--- src/rtl/uart_tx_serializer.sv ---
// Byte-wide to asynchronous serial frame transmitter: start, 8 data bits LSB first,
// optional parity, 1 or 2 stop bits. Captures the byte on accept so upstream may move on.
module uart_tx_serializer #(
  parameter int CLKS_PER_BIT = 434,
  parameter int PARITY_EN    = 0,
  parameter int PARITY_ODD   = 0,
  parameter int STOP_BITS    = 1
) (
  input  logic       clk,
  input  logic       rst,
  input  logic       tx_data_valid,
  input  logic [7:0] tx_byte,
  output logic       o_tx_done,
  output logic       o_tx_active,
  output logic       o_tx_serial,
  output logic [7:0] o_frame_count
);

  typedef enum logic [2:0] {
    S_IDLE,
    S_START,
    S_DATA,
    S_PARITY,
    S_STOP
  } state_t;

  localparam logic [15:0] LAST_TICK  = 16'(CLKS_PER_BIT - 1);
  localparam logic        HAS_PARITY = (PARITY_EN != 0);
  localparam logic        ODD_PARITY = (PARITY_ODD != 0);
  localparam logic        TWO_STOP   = (STOP_BITS == 2);

  state_t      state_q, state_d;
  logic [15:0] timer_q, timer_d;
  logic [2:0]  index_q, index_d;
  logic [7:0]  shift_q, shift_d;
  logic        stop_q, stop_d;
  logic        serial_q, serial_d;
  logic        done_q, done_d;
  logic        active_q, active_d;
  logic [7:0]  count_q, count_d;

  logic bit_end;
  logic parity_bit;

  assign bit_end    = (timer_q == LAST_TICK);
  assign parity_bit = (^shift_q) ^ ODD_PARITY;

  always_comb begin
    state_d  = state_q;
    timer_d  = bit_end ? 16'd0 : timer_q + 16'd1;
    index_d  = index_q;
    shift_d  = shift_q;
    stop_d   = stop_q;
    serial_d = serial_q;
    done_d   = done_q;
    active_d = active_q;
    count_d  = count_q;

    case (state_q)
      S_IDLE: begin
        timer_d  = 16'd0;
        serial_d = 1'b1;
        if (tx_data_valid) begin
          // Start bit goes out on the accept edge itself.
          shift_d  = tx_byte;
          state_d  = S_START;
          serial_d = 1'b0;
          done_d   = 1'b0;
          active_d = 1'b1;
        end
      end

      S_START: begin
        if (bit_end) begin
          state_d  = S_DATA;
          index_d  = 3'd0;
          serial_d = shift_q[0];
        end
      end

      S_DATA: begin
        if (bit_end) begin
          if (index_q == 3'd7) begin
            stop_d = 1'b0;
            if (HAS_PARITY) begin
              state_d  = S_PARITY;
              serial_d = parity_bit;
            end else begin
              state_d  = S_STOP;
              serial_d = 1'b1;
            end
          end else begin
            index_d  = index_q + 3'd1;
            serial_d = shift_q[index_q + 3'd1];
          end
        end
      end

      S_PARITY: begin
        if (bit_end) begin
          state_d  = S_STOP;
          stop_d   = 1'b0;
          serial_d = 1'b1;
        end
      end

      S_STOP: begin
        serial_d = 1'b1;
        if (bit_end) begin
          // stop_q marks that the first of two stop bits has already elapsed.
          if (!TWO_STOP || stop_q) begin
            state_d  = S_IDLE;
            done_d   = 1'b1;
            active_d = 1'b0;
            count_d  = count_q + 8'd1;
          end else begin
            stop_d = 1'b1;
          end
        end
      end

      default: begin
        state_d  = S_IDLE;
        serial_d = 1'b1;
        done_d   = 1'b1;
        active_d = 1'b0;
      end
    endcase
  end

  always_ff @(posedge clk) begin
    if (rst) begin
      state_q  <= S_IDLE;
      timer_q  <= 16'd0;
      index_q  <= 3'd0;
      shift_q  <= 8'd0;
      stop_q   <= 1'b0;
      serial_q <= 1'b1;
      done_q   <= 1'b1;
      active_q <= 1'b0;
      count_q  <= 8'd0;
    end else begin
      state_q  <= state_d;
      timer_q  <= timer_d;
      index_q  <= index_d;
      shift_q  <= shift_d;
      stop_q   <= stop_d;
      serial_q <= serial_d;
      done_q   <= done_d;
      active_q <= active_d;
      count_q  <= count_d;
    end
  end

  assign o_tx_done     = done_q;
  assign o_tx_active   = active_q;
  assign o_tx_serial   = serial_q;
  assign o_frame_count = count_q;

endmodule
--- config.mk ---
export PLATFORM = sky130hd
export DESIGN_NAME = uart_tx_serializer
export DESIGN_NICKNAME = d
export VERILOG_FILES = /design/src/rtl/uart_tx_serializer.sv
export SDC_FILE = /design/constraint.sdc
export NUM_CORES = 1
export LEC_CHECK = 0
export ABC_AREA = 1
export CAP_MARGIN = 15
export CORE_MARGIN = 5
export CORE_UTILIZATION = 51
export DETAILED_ROUTE_END_ITERATION = 10
export PLACE_DENSITY = 0.79
export SYNTH_ARGS = -nofsm -noshare
export SYNTH_HDL_FRONTEND = slang
export SYNTH_SLANG_ARGS = --single-unit
--- constraint.sdc ---
create_clock -name clk -period 1.5 [get_ports clk]
set_input_delay 0.15 -clock clk [delete_from_list [all_inputs] [get_ports clk]]
set_output_delay 0.15 -clock clk [all_outputs]
set_load 0.05 [all_outputs]
==> impl_summary.txt <==
----------------------------------------------------
[Outcome]
  Outcome ... complete, no violations

[Power and ir drop]
  Reported leakage power ... 0.001033 uW
  Total power density per cell area ... roughly 1300 nW/um^2
  Maximum vdd ir drop ... around 660 uV

[Critical path]
  Data arrival at the endpoint of the critical path ... 1.61 ns
  Largest stage delay on the critical path ... 0.39 ns
  Maximum fanout along the worst path ... 4
  FF-to-FF Start ... timer_q[0]
  Worst-case register-to-register setup slack ... 0.07 ns
  Kind of cell adding the most delay to the critical path ... simple AND/OR/NAND/NOR gates
  CP Capture Type ... register
  Category of the critical setup timing path ... register to register
  Reg2Reg Capture Point ... o_frame_count[5]
  Count of cells along the worst register-to-register path ... 7
  Ordered list of cells on the worst path ... ha_1 > nand3_1 > nor3_1 > nand3_2 > buf_4 > nand2_1 > a21oi_1
  Number of buffer and inverter instances along the worst setup path ... 1
  CP required ... between 1.5 and 2 ns
  Critical-path cell with the highest stage delay ... dfxtp_2
  Startpoint class of the critical path ... register

[STA]
  Setup TNS ... 0 ns
  Max Freq ... around 700 MHz
  Setup repair after global routing missed its margin ... true
  Final setup vio count ... 0
  Transition at the pin with the smallest max-transition slack ... 0.3479 ns
  Post-layout minimum cycle time ... 1.429 ns
  Skew final ... 0.008392 ns
  Hold Slack ... 0.4305 ns
  Final hold viol count ... 0
  Final number of max-transition violations ... 0
  Final period utilization ... approximately 95%
  Slew Limit Headroom ... 76.72%

[Routing]
  Average wire per cell in the routed design ... 11.70 um
  Post-detailed-routing wire length ... between 4 and 5 mm
  Detailed Route Iter0 Violations ... 97
  Uppermost metal layer occupied by signal nets ... met4
  Detail Route met2 WL ... 2.235 mm
  Remaining design rule violation count ... 0
  Number of nets still failing antenna checks after routing ... 0
  WL met3 ... 161 um
  Initial DRT Pass Iterations ... 5
  Routed metal-1 wirelength ... 2.099 mm
  Vias per cell ... 5.172
  Via count ... 2012

[Clock tree]
  TritonCTS clock tree ... yes
  Sink Count ... 41
  Later-pin clock latency in the skew report ... 0.29 ns
  TritonCTS Buffers ... 5
  Max H-tree Level ... 2
  CTS root buffer ... clkbuf_8
  Clock-pin slew of the registers on the worst-case setup and hold paths ... 0.08 ns
  CTS Buffer Depth ... 2

[Synth]
  Library cell with the largest summed area after synthesis ... dfxtp_1
  Number of instances in the synthesized netlist ... 300
  Mapped Avg Cell Area ... 7.219 sq um
  Syn_nets ... ~320
  Number of distinct library cells after synthesis ... 32
  Top cells by area, synth ... dfxtp_1, nand2_1, a21oi_1
  Area of the mapped netlist ... approximately 2200 sq um
  Sequential cell area fraction in the yosys report ... a little under two fifths
  Syn. warnings ... 0
  FF+latch count, synth ... 41
  Top-area cell type share of the netlist area ... 37.90%

[GRT]
  Overflow left after global routing ... 0
  Antenna violations before repair ... 0
  Pin count of the biggest net entering global routing ... 20
  Wire length of the first global-routing pass ... 7.438 mm
  Number of global-route vias before repair ... approximately 1800
  Aggregate global-route resource usage ... 16.84%

[Placed design]
  Total of buffers placed on input and output ports ... 21
  Placer congestion estimate ... slightly above 0.9
  Post-placement cell area ... 2451 sq um
  HPWL after detailed placement ... 3.337 mm

[Layout]
  Final Net Count ... between 300 and 400
  Ant diodes ... 0
  Design Area, Final ... 2651 sq um
  FILL cells ... 344
  Area delta synth->final ... 22.41%
  Area of combinational cells with multiple inputs ... 1207 sq um
  Total area of sequential cells ... 824.5 sq um
  Layout cell share with drive strength beyond 1 ... 20.94%

[Floorplan]
  Die span in y ... 75.17 um
  I/O pin count ... 22
  X dimension of the die ... between 70 and 80 um
  Area enclosed by the die boundary ... between 5000 and 6000 sq um
  Starting Density ... around 53%
  Core region area ... 4058 sq um
  Number of cell rows ... 23

[Worst hold path]
  Hold/Removal Path Class ... input port to register
  End of the worst hold path ... shift_q[7]
  Hold path startpoint ... tx_byte[7]
  Number of cells traversed by the worst hold path ... 3

[Run]
  Max-cap viol count ... 0

----------------------------------------------------
==> worst max-delay path by stage <==
stage	from	endpoint	slack [ns]	depth (start not counted)
2_1_floorplan	o_frame_count[2]	o_frame_count[7]	0.02	5
3_3_place_gp	timer_q[1]	timer_q[13]	0.05	8
3_5_place_dp	timer_q[0]	timer_q[13]	-0.02	7
4_1_cts	timer_q[1]	timer_q[14]	0.02	8
5_1_grt	timer_q[0]	timer_q[13]	-0.01	7
6_report	timer_q[0]	o_frame_count[5]	0.07	7
==> per-stage QoR <==
step                      setup WS, ns  utilization, %  cells  power (uW)
after global routing          -0.01168           65.34    389        3638
final                          0.07120           65.34    389        3447
after detailed placement      -0.02071           60.41    378        2493
after floorplan                0.02412               -    300        2202
after CTS                      0.01599           63.55    386        3434
after global placement         0.04784           60.41    378        2459
==> routing by layer <==
metal  vias to the layer above  global-route usage, %
li1                       1046                      -
met1                       927                  21.34
met2                        34                  28.53
met3                         5                  3.738
met4                         0                  5.243
met5                         -                      0
==> repair_timing <==
| action | in CTS | in global routing |
|---|---|---|
| buffers inserted | 0 | 3 |
| pin swaps | 0 | 4 |
| resized for setup | 1 | 13 |
| hold buffers | 0 | 0 |
| setup endpoints to repair | 1 | 23 |
==> power by group <==
group          internal [uW]  leakage (uW)  total, uW  switching [uW]
combinational            434      0.000641       1210             772
sequential              1210      0.000334       1320             108
clock                    541     0.0000574        926             385
==> synthesized netlist by cell type <==
library cell and instances:
buf_4 1, buf_6 1, nor3b_1 1, clkinv_1 1, clkbuf_1 1, nand3_2 3, nand2_4 5, inv_6 1
o21ai_0 7, nor3_2 2, clkinv_2 1, nor3_4 1, clkbuf_8 2, nor3_1 7, nand2_2 4, xnor2_1 3
nor2_4 3, nor2_1 24, a211oi_2 1, nand2_1 75, nor4_1 1, inv_1 28, dfxtp_1 41, ha_1 5
nand4_1 6, a21oi_1 33, or2_0 2, xor2_1 4, o21a_1 3, nand3_1 26, nor2_2 2, inv_2 5
==> placed cells by master, fill, tap and decap left out, drive strengths merged, types with 4 or more instances in the layout <==
cell type	n
nor2	29
inv	34
nand3	29
ha	5
clkdlybuf4s50	10
xor2	4
o21ai	7
nand4	6
clkbuf	6
a21oi	33
nor3	10
buf	26
dfxtp	41
nand2	84
==> logic make-up after synthesis <==
logic type / count (synthesis) / share of synthesized area, %
compound gates: 44 / 10.86
xor+xnor: 7 / 2.831
fa+ha+maj: 5 / 2.889
buf+inv: 41 / 8.839
flops: 41 / 37.90
simple gates: 162 / 36.68
==> worst min-delay path: stages <==
cell	delay, ns
clkdlybuf4s50_1	0.40
nand3_1	0.08
a21oi_1	0.06
==> flip-flops by register name, summed over array words and instances (netlist names) <==
signal         flops
state_q            3
o_frame_count      8
index_q            3
o_tx_done          1
timer_q           16
shift_q            8
o_tx_serial        1
o_tx_active        1
==> final cells by class <==
cell class              count  area share, %
repair buffers             36          11.14
flip-flops and latches     41          31.10
clock inverters             2          1.416
clock buffers               6          3.115
inverters                  36          5.333
well taps                  50          2.360
multi-input cells         218          45.54
Note: power is estimated with default switching activity, not from simulation.
